==> src/rtl/fir_ctrl_pkg.sv <==
// Shared types and constants for the FIR chain sequencer and its sample FIFO.
package fir_ctrl_pkg;

    typedef enum logic [1:0] {
        IDLE  = 2'd0,
        SHIFT = 2'd1,
        WAIT  = 2'd2,
        FLUSH = 2'd3
    } fir_state_e;

    localparam int DATA_W_DEF    = 16;
    localparam int TAP_W_DEF     = 4;
    localparam int DEPTH_DEF     = 15;
    localparam int FLUSH_LEN_DEF = 2 * DEPTH_DEF;

    // Both shifters must be fully overwritten with zeros after a tap change.
    function automatic int flush_len(input int depth);
        return 2 * depth;
    endfunction

endpackage

==> src/rtl/fir_sample_fifo.sv <==
// Small synchronous sample FIFO; the head word is visible combinationally.
module fir_sample_fifo
    import fir_ctrl_pkg::*;
#(
    parameter int W = DATA_W_DEF,
    parameter int D = 4
) (
    input  logic         clk,
    input  logic         rst_n,
    input  logic         push_i,
    input  logic [W-1:0] data_i,
    input  logic         pop_i,
    output logic [W-1:0] data_o,
    output logic         full_o,
    output logic         empty_o
);

    localparam int AW = $clog2(D);
    localparam int CW = AW + 1;

    logic [W-1:0]  mem_q [D];
    logic [AW-1:0] wr_ptr_q;
    logic [AW-1:0] rd_ptr_q;
    logic [CW-1:0] count_q;
    logic          push_ok_s;
    logic          pop_ok_s;

    assign full_o    = (count_q == CW'(D));
    assign empty_o   = (count_q == {CW{1'b0}});
    assign push_ok_s = push_i && !full_o;
    assign pop_ok_s  = pop_i && !empty_o;
    assign data_o    = mem_q[rd_ptr_q];

    // Storage, pointers and occupancy; pointers wrap modulo D.
    always_ff @(posedge clk or negedge rst_n) begin
        if (!rst_n) begin
            for (int i = 0; i < D; i++) begin
                mem_q[i] <= {W{1'b0}};
            end
            wr_ptr_q <= {AW{1'b0}};
            rd_ptr_q <= {AW{1'b0}};
            count_q  <= {CW{1'b0}};
        end else begin
            if (push_ok_s) begin
                mem_q[wr_ptr_q] <= data_i;
                wr_ptr_q        <= wr_ptr_q + AW'(1'b1);
            end
            if (pop_ok_s) begin
                rd_ptr_q <= rd_ptr_q + AW'(1'b1);
            end
            case ({push_ok_s, pop_ok_s})
                2'b10:   count_q <= count_q + CW'(1'b1);
                2'b01:   count_q <= count_q - CW'(1'b1);
                default: count_q <= count_q;
            endcase
        end
    end

endmodule

==> src/rtl/fir_chain_sequencer.sv <==
// Sequences samples through the lowpass/highpass FIR chain and owns the shared
// tap select, zero-flushing both shifters whenever the tap changes.
module fir_chain_sequencer
    import fir_ctrl_pkg::*;
#(
    parameter int DATA_W     = DATA_W_DEF,
    parameter int TAP_W      = TAP_W_DEF,
    parameter int DEPTH      = DEPTH_DEF,
    parameter int LAT        = 2,
    parameter int FIFO_DEPTH = 4,
    parameter int TAP_RST    = 0
) (
    input  logic              clk,
    input  logic              rst,
    input  logic [DATA_W-1:0] in_data,
    input  logic              in_valid,
    output logic              in_ready,
    input  logic [TAP_W-1:0]  tap_req,
    input  logic              tap_req_valid,
    output logic              tap_req_ready,
    output logic              tap_done,
    output logic [TAP_W-1:0]  tap,
    output logic              shift_en,
    output logic [DATA_W-1:0] sample_out,
    input  logic [DATA_W-1:0] filt_in,
    output logic [DATA_W-1:0] out_data,
    output logic              out_valid,
    input  logic              out_ready,
    output logic              busy
);

    localparam int FLUSH_CYC = flush_len(DEPTH);
    localparam int CNT_W     = $clog2(FLUSH_CYC);

    fir_state_e        state_q, state_d;
    logic [CNT_W-1:0]  cnt_q, cnt_d;
    logic [TAP_W-1:0]  tap_q, tap_d;
    logic              pend_q, pend_d;
    logic [TAP_W-1:0]  pend_tap_q, pend_tap_d;
    logic              out_valid_q, out_valid_d;
    logic [DATA_W-1:0] out_data_q, out_data_d;
    logic              shift_en_q, shift_en_d;
    logic [DATA_W-1:0] sample_out_q, sample_out_d;
    logic              tap_done_q, tap_done_d;

    logic              push_s;
    logic              pop_s;
    logic              capture_s;
    logic [DATA_W-1:0] fifo_head_s;
    logic              fifo_full_s;
    logic              fifo_empty_s;

    assign push_s = in_valid && !fifo_full_s;

    fir_sample_fifo #(
        .W (DATA_W),
        .D (FIFO_DEPTH)
    ) u_fifo (
        .clk     (clk),
        .rst_n   (rst),
        .push_i  (push_s),
        .data_i  (in_data),
        .pop_i   (pop_s),
        .data_o  (fifo_head_s),
        .full_o  (fifo_full_s),
        .empty_o (fifo_empty_s)
    );

    // Next-state logic for the sequencer, tap holding registers and result register.
    always_comb begin
        state_d      = state_q;
        cnt_d        = cnt_q;
        tap_d        = tap_q;
        pend_d       = pend_q;
        pend_tap_d   = pend_tap_q;
        out_valid_d  = out_valid_q;
        out_data_d   = out_data_q;
        tap_done_d   = 1'b0;
        pop_s        = 1'b0;
        capture_s    = 1'b0;

        if (tap_req_valid && !pend_q) begin
            pend_d     = 1'b1;
            pend_tap_d = tap_req;
        end else begin
            pend_d     = pend_q;
        end

        case (state_q)
            IDLE: begin
                // A pending tap change outranks queued samples.
                if (pend_q) begin
                    tap_d   = pend_tap_q;
                    pend_d  = 1'b0;
                    cnt_d   = CNT_W'(FLUSH_CYC - 1);
                    state_d = FLUSH;
                end else if (!fifo_empty_s && (!out_valid_q || out_ready)) begin
                    state_d = SHIFT;
                end else begin
                    state_d = IDLE;
                end
            end
            SHIFT: begin
                pop_s   = 1'b1;
                cnt_d   = CNT_W'(LAT - 1);
                state_d = WAIT;
            end
            WAIT: begin
                if (cnt_q == {CNT_W{1'b0}}) begin
                    capture_s = 1'b1;
                    state_d   = IDLE;
                end else begin
                    cnt_d = cnt_q - CNT_W'(1'b1);
                end
            end
            FLUSH: begin
                if (cnt_q == {CNT_W{1'b0}}) begin
                    tap_done_d = 1'b1;
                    state_d    = IDLE;
                end else begin
                    cnt_d = cnt_q - CNT_W'(1'b1);
                end
            end
            default: begin
                state_d = IDLE;
            end
        endcase

        // A capture on the same edge as a consumer accept keeps valid high.
        if (capture_s) begin
            out_valid_d = 1'b1;
            out_data_d  = filt_in;
        end else if (out_valid_q && out_ready) begin
            out_valid_d = 1'b0;
        end else begin
            out_valid_d = out_valid_q;
        end

        shift_en_d   = (state_d == SHIFT) || (state_d == FLUSH);
        sample_out_d = (state_d == SHIFT) ? fifo_head_s : {DATA_W{1'b0}};
    end

    // State and output registers; outputs are registered from next-state decode.
    always_ff @(posedge clk or negedge rst) begin
        if (!rst) begin
            state_q      <= IDLE;
            cnt_q        <= {CNT_W{1'b0}};
            tap_q        <= TAP_W'(TAP_RST);
            pend_q       <= 1'b0;
            pend_tap_q   <= {TAP_W{1'b0}};
            out_valid_q  <= 1'b0;
            out_data_q   <= {DATA_W{1'b0}};
            shift_en_q   <= 1'b0;
            sample_out_q <= {DATA_W{1'b0}};
            tap_done_q   <= 1'b0;
        end else begin
            state_q      <= state_d;
            cnt_q        <= cnt_d;
            tap_q        <= tap_d;
            pend_q       <= pend_d;
            pend_tap_q   <= pend_tap_d;
            out_valid_q  <= out_valid_d;
            out_data_q   <= out_data_d;
            shift_en_q   <= shift_en_d;
            sample_out_q <= sample_out_d;
            tap_done_q   <= tap_done_d;
        end
    end

    assign in_ready      = !fifo_full_s;
    assign tap_req_ready = !pend_q;
    assign tap_done      = tap_done_q;
    assign tap           = tap_q;
    assign shift_en      = shift_en_q;
    assign sample_out    = sample_out_q;
    assign out_data      = out_data_q;
    assign out_valid     = out_valid_q;
    assign busy          = (state_q != IDLE) || !fifo_empty_s;

endmodule

==> config.mk <==
export PLATFORM = sky130hd
export DESIGN_NAME = fir_chain_sequencer
export DESIGN_NICKNAME = d
export VERILOG_FILES = /design/src/rtl/fir_ctrl_pkg.sv /design/src/rtl/fir_sample_fifo.sv /design/src/rtl/fir_chain_sequencer.sv
export SDC_FILE = /design/constraint.sdc
export NUM_CORES = 1
export LEC_CHECK = 0
export CORE_AREA = 4 4 119 121
export DETAILED_ROUTE_END_ITERATION = 6
export DIE_AREA = 0 0 123 125
export GPL_TIMING_DRIVEN = 0
export PLACE_DENSITY = 0.61
export SLEW_MARGIN = 20
export SYNTH_ARGS = -nofsm -noshare
export SYNTH_HDL_FRONTEND = slang
export SYNTH_SLANG_ARGS = --single-unit
==> constraint.sdc <==
create_clock -name clk -period 2.15 [get_ports clk]
set_input_delay 0.43 -clock clk [delete_from_list [all_inputs] [get_ports clk]]
set_output_delay 0.43 -clock clk [all_outputs]
set_load 0.005 [all_outputs]
; ---- Word level (Yosys, flattened, before mapping)
; Cells that the tools add are included.
; W data, S select, Z words.
[word_totals]
reg_bits = 122
wordCells = 84
out_inout_bits = 42
in_bits = 41
[classes]
reduce_logical = 23
order_cmp = 3
add_sub_neg = 5
eq_ne = 10
bitwise_logic = 2
n_mux = 24
[ops]
columns = operator, n
row1 = $bwmux W64, 1
row2 = $mux W16, 4
row3 = $bmux W16 S2, 1
row4 = $demux W16 S2, 1
row5 = $pmux W5 S3, 1
row6 = $mux W1, 10
row7 = $mux W5, 2
row8 = $eq A2 B2 Y1 const B, 4
row9 = $logic_and A1 B1 Y1, 7
row10 = $eq A2 B1 Y1 const B, 3
row11 = $ge A3 B3 Y1 const B, 2
row12 = $not A2 Y3, 2
row13 = $pmux W2 S3, 1
row14 = $pmux W3 S2, 1
row15 = $reduce_bool A2 Y1, 3
row16 = $logic_not A5 Y1, 1
row17 = $sub A5 B1 Y5 const B, 1
row18 = $add A2 B1 Y2 const B, 2
row19 = $logic_not A1 Y1, 4
row20 = $mux W2, 2
row21 = $ne A2 B2 Y1 const B, 2
row22 = $reduce_and A2 Y1, 2
row23 = $add A3 B1 Y3 const B, 1
row24 = $eq A3 B3 Y1 const B, 1
row25 = other kinds (6), 8

; ---- Longest topological paths before layout
; Gate-level depths: netlist of run 1.
[logic_depth]
word_depth = 8
mapped_depth = 9

; ---- Hierarchy
; From an unflattened synthesis of run 1, not the netlist that was laid out.
[hier_totals]
cells_unflattened = 336
hier_area_um2 = 5210.0
[modules_own_cells]
columns = mod, n_inst, cells_each, seq_area_each_um2, area_per_inst_um2
row1 = fir_sample_fifo, 1, 192, 1776.7, 3188.1
row2 = fir_chain_sequencer, 1, 144, 1276.2, 2021.9

; ---- Least setup slack after synthesis of run 1
; OpenSTA, ideal clock, no wires.
[synth_path]
path_type = reg-to-reg
start = reg u_fifo.count_q[1]
end = reg u_fifo.count_q[2]
path_stages_with_launch = 10
required_ns = 2.071
path_buffers = 1
path_slack_ns = -0.003
arrival_time_ns = 2.073
path_cell_list = dfrtp_1 or3b_2 clkbuf_1 nand2_1 ha_1 inv_1 fa_1 xor2_1 nor2_1 xor2_1
[synth_via]
elab_chain_len = 6
word_cells_on_any_way = 13
classes_between = add/sub: 2 / eq/ne: 3 / mux: 1 / reduce/logical: 7
[synth_rtl]
columns = item, line
row1 = start: declaration, fir_sample_fifo.sv:24  ; logic [CW-1:0] count_q;
row2 = start signal: assignment, fir_sample_fifo.sv:42  ; count_q <= {CW{1'b0}};
row3 = start signal: assignment, fir_sample_fifo.sv:52  ; 2'b10: count_q <= count_q + CW'(1'b1);
row4 = start signal: assignment, fir_sample_fifo.sv:53  ; 2'b01: count_q <= count_q - CW'(1'b1);
row5 = $eq A3 B3 Y1 (*), fir_sample_fifo.sv:28  ; assign full_o = (count_q == CW'(D));
row6 = $logic_not A1 Y1 (*), n/a
row7 = named net in_ready, fir_chain_sequencer.sv:17  ; output logic in_ready,
row8 = $logic_and A1 B1 Y1, fir_chain_sequencer.sv:53  ; assign push_s = in_valid && !fifo_full_s;
row9 = $logic_and A1 B1 Y1 (*), fir_sample_fifo.sv:30  ; assign push_ok_s = push_i && !full_o;
row10 = $eq A2 B1 Y1 / $eq A2 B2 Y1 (equally long branches), fir_sample_fifo.sv:51  ; case ({push_ok_s, pop_ok_s})
row11 = $pmux W3 S2 / $reduce_bool A2 Y1 (equally long branches), n/a
; Mark *: on every way through the listed nets, which the timed path passes. The rest lies on a longest branch.
; A chain may end at the register's enable or synchronous reset.

; ---- Worst setup path in the final report of run 1
[layout_path]
start = reg cnt_q[1]
end = reg out_data_q[7] (netlist: out_data[7])
[layout_via]
elab_chain_len = 3
[layout_rtl]
columns = item, line
row1 = start: declaration, fir_chain_sequencer.sv:36  ; logic [CNT_W-1:0] cnt_q, cnt_d;
row2 = start signal: assignment, fir_chain_sequencer.sv:147  ; cnt_q <= {CNT_W{1'b0}};
row3 = start signal: assignment, fir_chain_sequencer.sv:158  ; cnt_q <= cnt_d;
row4 = $logic_not A5 Y1, fir_chain_sequencer.sv:109  ; if (cnt_q == {CNT_W{1'b0}}) begin
row5 = $mux W1, fir_chain_sequencer.sv:109
row6 = $mux W1, fir_chain_sequencer.sv:89  ; case (state_q)
row7 = end signal: assignment, fir_chain_sequencer.sv:152  ; out_data_q <= {DATA_W{1'b0}};
row8 = end signal: assignment, fir_chain_sequencer.sv:163  ; out_data_q <= out_data_d;
row9 = end: declaration, fir_chain_sequencer.sv:41  ; logic [DATA_W-1:0] out_data_q, out_data_d;
; Every way passes these cells.

==> results.tsv, run 1 <==
stage	metric	value	unit
cells_and_area	nets	487	
setup_path	critical_path_class	register to register	
global_route	grt_pass1_vias	3358	
route	routed_wl	10400	um
cells_and_area	final_layout_size_suffix_gt1_frac	0.381	
sta	fmaxAchievable	0.478	GHz
clock_tree	clkTransAtPathRegs	0.06	ns
global_route	antenna_found_initial	0	
clock_tree	cts.sinks	122	
synth	ys_warn_count	0	
placement	dpl-instance-area	6210	sq um
global_route	grt_overflow_total	0	
setup_path	critPathMaxFanout	10	
sta	rsz0062_at_grt	false	
synth	netlist_instances	331	
floorplan	coreArea	13100	sq um
floorplan	rows	42	
synth	avgSynthCellArea	15.5	sq um
route	drtIter0Drc	101	
power	p_leak	3.00	nW
clock_tree	ctsHtreeMaxLevel	4	
cells_and_area	final-instance-count-excl-fill	628	
route	drc	0	
route	vias	2993	
floorplan	die_x	123	um
placement	portBuffers	82	
floorplan	die_area	15400	sq um
route	vias_per_cell	4.77	
setup_path	crit_path_end_kind	register	
route	ant_nets	0	
synth	synth_top_area_share	0.594	
setup_path	cp.required	2.45	ns
sta	finalCritPeriodShare	0.973	
sta	setup_viol	0	
cells_and_area	final_cell_area	6980	sq um
setup_path	crit_path_start_kind	register	
sta	skew	0.00661	ns
synth	yosysSeqAreaShare	0.594	
sta	finalHoldViolations	0	
floorplan	io_pins	83	
run	max_cap_violations	0	
synth	syn_area	5140	sq um
global_route	grt_usage	0.148	
sta	tightest_slew	0.742	ns
cells_and_area	area_delta_synth_final	35.9	%
power	p_per_area	1500	nW/um^2
clock_tree	cts_root_buffer	clkbuf_16	
clock_tree	cts_buffer_depth	2	
setup_path	crit_arrival	2.39	ns
synth	ys_ff_latch	122	
worst_hold_path	hold_class	input port to asynchronous set/reset pin	
status	status	complete, no violations	
floorplan	start_util	0.393	
sta	slew_viol_final	0	
synth	yosysTopAreaCell	dfrtp_1	
route	drt_pass1_iterations	4	
sta	maxSlewHeadroom	0.499	
route	wl_per_cell	16.5	um
global_route	grt_start_max_net_pins	75	
placement	place_congestion	0.727	
placement	hpwl	6780	um
global_route	grt_pass1_wl	17200	um
cells_and_area	diodes	0	
power	vdd_drop_max	0.000678	V
synth	syn_nets	379	
sta	period_minus_slack	2.09	ns
synth	yosysUniqueCellTypes	34	
cells_and_area	n_fill_cell	1097	
clock_tree	cts_buffers	17	
clock_tree	clkLatencyLatePin	0.42	ns
cells_and_area	final_common_cell	dfrtp_1	
floorplan	fp.dieH	125	um
placement	dpl.cell_count	590	
clock_tree	cts_tree	yes	
cells_and_area	final_cell_mix	121 x dfrtp_1, 81 x mux2_2, 79 x clkdlybuf4s50_1, 17 x nor2b_1, 17 x clkbuf_16	
synth	synthTopCellsByArea	dfrtp_1 59%, mux2_2 18%, mux4_2 7.0%, mux2_4 2.6%, nor2b_1 2.1%	
## area by class of cell
type                    instances  area (sq um)  share of cell area
clock inverters                10           164              0.0235
multi-input cells             181          1990               0.285
well taps                     176           220              0.0316
clock buffers                  22           484              0.0694
flip-flops and latches        122          3050               0.438
repair buffers                 92           933               0.134
inverters                      10          37.5             0.00538
plain buffers                  15          95.1              0.0136
## synthesized netlist by cell type
cell,count
fa_1,1
or3_1,2
nor4b_1,1
and3_1,6
nor2_1,2
nand2b_1,2
a21oi_1,1
ha_1,6
nor3_1,2
and4_1,1
o21ai_0,6
o311ai_0,1
nand3_1,6
buf_6,1
mux2_2,81
or3b_2,1
nand2_1,7
mux4_2,16
nand3b_1,1
a22oi_1,1
xor2_1,4
inv_1,10
nand4b_1,1
buf_12,1
or4b_4,1
buf_2,6
mux2_4,9
a32o_1,1
buf_4,4
nor2b_1,17
o21a_1,1
xnor2_1,3
dfrtp_1,122
clkbuf_1,6
## state kept, by name, indices dropped and copies added, names as in the netlist
name             count
cnt_q                5
out_data            16
out_valid            1
pend_q               1
pend_tap_q           4
sample_out          16
shift_en             1
state_q              2
tap                  4
tap_done             1
u_fifo.count_q       3
u_fifo.mem_q        64
u_fifo.rd_ptr_q      2
u_fifo.wr_ptr_q      2
## worst max-delay path: stages (launching register included)
cell	delay [ns]
dfrtp_1	0.39
inv_2	0.08
ha_4	0.14
or4b_4	0.47
or3_4	0.42
buf_12	0.17
mux2_4	0.29
## stage by stage
step	utilization	setup slack (ns)	total power [mW]	hold WS (ns)	TNS, ns
global placement	0.472	-4.16	7.15	0.472	-507.10
detailed placement	0.474	-0.124	7.29	0.473	-1.62
global route	0.533	0.00226	11.1	0.0753	0
finish	0.533	0.0577	10.5	0.0358	0
CTS	0.528	0.00629	10.5	0.0574	0
floorplan	-	0.0125	6.13	0.134	0
## path summary, 6_finish.rpt
| path | start | endpoint | slack, ns | cells past startpoint |
|---|---|---|---|---|
| max in group asynchronous | rst | u_fifo.mem_q[46] | 1.43 | 2 |
| setup reg to reg | cnt_q[1] | out_data[7] | 0.06 | 6 |
| min in group clk | u_fifo.mem_q[30] | u_fifo.mem_q[30] | 0.50 | 1 |
| hold reg to reg | u_fifo.mem_q[30] | u_fifo.mem_q[30] | 0.50 | 1 |
| hold / removal | rst | u_fifo.mem_q[58] | 0.04 | 1 |
| setup / recovery | cnt_q[1] | out_data[7] | 0.06 | 6 |
## report_power, final
part	total, mW	switching (mW)	internal (mW)
Clock	3.07	1.01	2.06
Sequential	3.89	0.564	3.33
Combinational	3.50	1.19	2.31
## kinds of logic after synthesis
group | Yosys count | synth area share
AO/OA/AOI/OAI | 11 | 0.0134
XOR/XNOR | 7 | 0.0119
adder cells (fa/ha/maj) | 7 | 0.0185
buffers and inverters | 28 | 0.0295
flip-flops | 122 | 0.594
multiplexers | 106 | 0.274
AND/OR/NAND/NOR | 50 | 0.0582
## repair_timing
| action | 4_1_cts | 5_1_grt |
|---|---|---|
| setup buffers | 3 | 6 |
| pin swaps | 0 | 5 |
| setup endpoints to repair | 22 | 25 |
| endpoints found under the hold margin | 0 | 0 |
| hold buffers | 0 | 0 |
| gates resized for setup | 9 | 10 |
## layer usage
layer,vias to the layer above,track usage,wire (um)
li1,1393,-,-
met1,1526,0.181,4490
met2,61,0.236,5240
met3,13,0.0537,442
met4,0,0.0632,202
met5,-,0,0
(Power assumes the default switching activity.)
==> inputs of run 2 (changes only) <==
==> constraint.sdc (replaced) <==
create_clock -name clk -period 2.15 [get_ports clk]
set_input_delay 0.43 -clock clk [delete_from_list [all_inputs] [get_ports clk]]
set_output_delay 0.43 -clock clk [all_outputs]
set_load 0.02 [all_outputs]
==> run 2 against run 1 <==
Design area is 1.1% lower. Clock-buffer cell count is 3 higher. Via count is 0.70% higher. Core utilization is 0.61 points lower. Critical path depth is 2 lower. Cell count is 0.48% lower. Sequential share of layout area is 0.49 points higher. Sequential cell count stayed put. Combinational power is 6.3% higher. Critical endpoint is now sample_out[7]. Critical path type unchanged. Die area stayed put. Register-to-register slack better by 0.06 ns.
==> results.tsv, run 2 (synthesized netlist as in run 1, its figures left out) <==
stage	metric	value	unit	change
sta	worst_slack	0.117	ns	+0.0596 ns
floorplan	rows	42		unchanged
setup_path	crit_chain	clkbuf_1, clkbuf_1, mux4_2, nor2b_1		
sta	fin_tns_setup	0	ns	unchanged
setup_path	crit_arrival	2.29	ns	-0.10 ns
cells_and_area	nets	484		-0.62%
placement	place_ws	-0.126	ns	-0.00276 ns
route	drc	0		unchanged
sta	rsz0062_at_grt	true		
route	vias	3014		+0.70%
floorplan	coreArea	13100	sq um	unchanged
power	p_per_area	1520	nW/um^2	+1.6%
sta	finalHoldViolations	0		unchanged
route	drtIter0Drc	135		+34%
clock_tree	clkLatencyLatePin	0.41	ns	about the same
clock_tree	cts_tree	yes		
floorplan	io_pins	83		unchanged
cells_and_area	diodes	0		unchanged
global_route	grt_overflow_total	0		unchanged
sta	whs	0.499	ns	+0.463 ns
power	p_int	7.53	mW	-2.2%
placement	portBuffers	82		unchanged
power	p_sw	2.98	mW	+7.8%
sta	tightest_slew	0.688	ns	-0.0539 ns
cells_and_area	largest_reg_flops	64		unchanged
power	netSwitchingFraction	0.284		+0.0194
sta	maxSlewHeadroom	0.535		+0.0365
global_route	grt_start_max_net_pins	83		+11%
cells_and_area	largest_register	u_fifo.mem_q		
floorplan	fp.dieH	125	um	unchanged
placement	dpl.cell_count	590		unchanged
status	status	complete, no violations		
setup_path	max_stage_delay	0.59	ns	+0.12 ns
run	max_cap_violations	0		unchanged
global_route	grt_pass1_vias	3314		-1.3%
cells_and_area	final-instance-count-excl-fill	625		-0.48%
route	wl_per_cell	16.5	um	about the same
power	p_clk_frac	0.276		-0.018
sta	period_minus_slack	2.03	ns	-0.0596 ns
setup_path	crit_path_start_kind	register		
cells_and_area	final_common_cell	dfrtp_1		
placement	hpwl	6760	um	-0.32%
power	p_leak	2.96	nW	-1.2%
power	vdd_drop_max	0.000627	V	-7.4%
setup_path	critPathMaxFanout	10		unchanged
worst_hold_path	hold_class	register to register		
setup_path	cpMaxStageDelayCell	clkbuf_1		
clock_tree	cts_root_buffer	clkbuf_16		
power	total_power	10.5	mW	+0.39%
global_route	grt_usage	0.146		-0.00270
sta	finalCritPeriodShare	0.945		-0.0277
placement	dpl-instance-area	6220	sq um	+0.16%
setup_path	cp.required	2.41	ns	-0.04 ns
cells_and_area	final_layout_size_suffix_gt1_frac	0.374		-0.00637
route	routed_wl	10300	um	-0.39%
setup_path	crit_path_end_kind	register		
sta	fmaxAchievable	0.492	GHz	+2.9%
clock_tree	cts.sinks	122		unchanged
power	p_seq_frac	0.370		-0.002
route	drt_pass1_iterations	4		unchanged
clock_tree	cts_buffers	17		unchanged
sta	setup_viol	0		unchanged
clock_tree	ctsHtreeMaxLevel	4		unchanged
route	vias_per_cell	4.82		+1.2%
setup_path	path_common_cell	clkbuf_1		
clock_tree	clkTransAtPathRegs	0.05	ns	about the same
floorplan	start_util	0.393		unchanged
sta	skew	0.00657	ns	-0.0000316 ns
route	ant_nets	0		unchanged
cells_and_area	final_cell_area	6900	sq um	-1.1%
global_route	antenna_found_initial	0		unchanged
cells_and_area	final_util	0.527		-0.00612
setup_path	critical_path_class	register to register		
power	power_frac_comb	0.354		+0.019
cells_and_area	final_cell_mix	122 x dfrtp_1, 81 x mux2_2, 79 x clkdlybuf4s50_1, 17 x nor2b_1, 17 x clkbuf_16		
placement	place_congestion	0.692		-4.7%
clock_tree	cts_buffer_depth	2		unchanged
cells_and_area	area_delta_synth_final	34.3	%	
floorplan	die_x	123	um	unchanged
sta	slew_viol_final	0		unchanged
floorplan	die_area	15400	sq um	unchanged
global_route	grt_pass1_wl	17200	um	+0.40%
[run 2: cell types whose count changed in the layout (fill, tap and decap cells not counted), moves of 2 or more]
| cell | before | now |
|---|---|---|
| clkinvlp_4 | 4 | 1 |
| clkdlybuf4s15_1 | 2 | 0 |
| buf_2 | 6 | 8 |
| clkinv_2 | 1 | 3 |
| clkbuf_1 | 5 | 8 |
| buf_4 | 11 | 9 |
[run 2: timing repair]
action,4_1_cts,5_1_grt
pin swaps,4,1
endpoints found under the setup margin,12,22
setup buffers,3,2
resized for setup,17,7
hold buffers,1,0
hold endpoints to repair,40,0
[run 2: power groups by stage]
stage | clock [mW] | combinational (mW) | sequential, mW
6_report | 2.90 | 3.72 | 3.89
5_1_grt | 3.07 | 4.05 | 4.01
2_1_floorplan | 0 | 2.40 | 4.02
4_1_cts | 2.97 | 3.78 | 3.87
3_3_place_gp | 0 | 3.60 | 3.84
3_5_place_dp | 0 | 3.71 | 3.89
[run 2: final timing paths]
path | from | end | slack (ns) | cells past startpoint
hold reg to reg | pend_tap_q[1] | pend_tap_q[1] | 0.50 | 1
setup / recovery | u_fifo.rd_ptr_q[1] | sample_out[7] | 0.12 | 4
min in group asynchronous | rst | out_data[10] | 0.51 | 2
hold / removal | pend_tap_q[1] | pend_tap_q[1] | 0.50 | 1
max in group asynchronous | rst | u_fifo.mem_q[4] | 0.91 | 3
setup reg to reg | u_fifo.rd_ptr_q[1] | sample_out[7] | 0.12 | 4
[run 2: per-layer routing]
metal  global-route usage  wire length [um]
met5                    0                 0
met4               0.0638               165
met2                0.221              5000
met3               0.0402               386
met1                0.195              4780
[run 2: worst max-delay path, delay by kind of cell, from the launching register on]
family / cells / cell delay [ns]
buf+inv: 2 / 1.00
mux: 1 / 0.41
flops: 1 / 0.31
simple gates: 1 / 0.15
[run 2: layout make-up]
| class | count | area [sq um] |
|---|---|---|
| fillers | 1105 | 6190 |
| flip-flops and latches | 122 | 3050 |
| multi-input cells | 181 | 2000 |
| repair buffers | 89 | 887 |
| clock buffers | 25 | 495 |
| well taps | 176 | 220 |
| clock inverters | 7 | 113 |
| plain buffers | 15 | 95.1 |
| inverters | 10 | 37.5 |
==> inputs of run 3 (changes only) <==
--- a/config.mk
+++ b/config.mk
@@ -5,6 +5,7 @@
 export SDC_FILE = /design/constraint.sdc
 export NUM_CORES = 1
 export LEC_CHECK = 0
+export ABC_CLOCK_PERIOD_IN_PS = 2150
 export CORE_AREA = 4 4 119 121
 export DETAILED_ROUTE_END_ITERATION = 6
 export DIE_AREA = 0 0 123 125
==> results of run 3 <==
The final DEF is identical to that of run 2; final timing and power are the same.
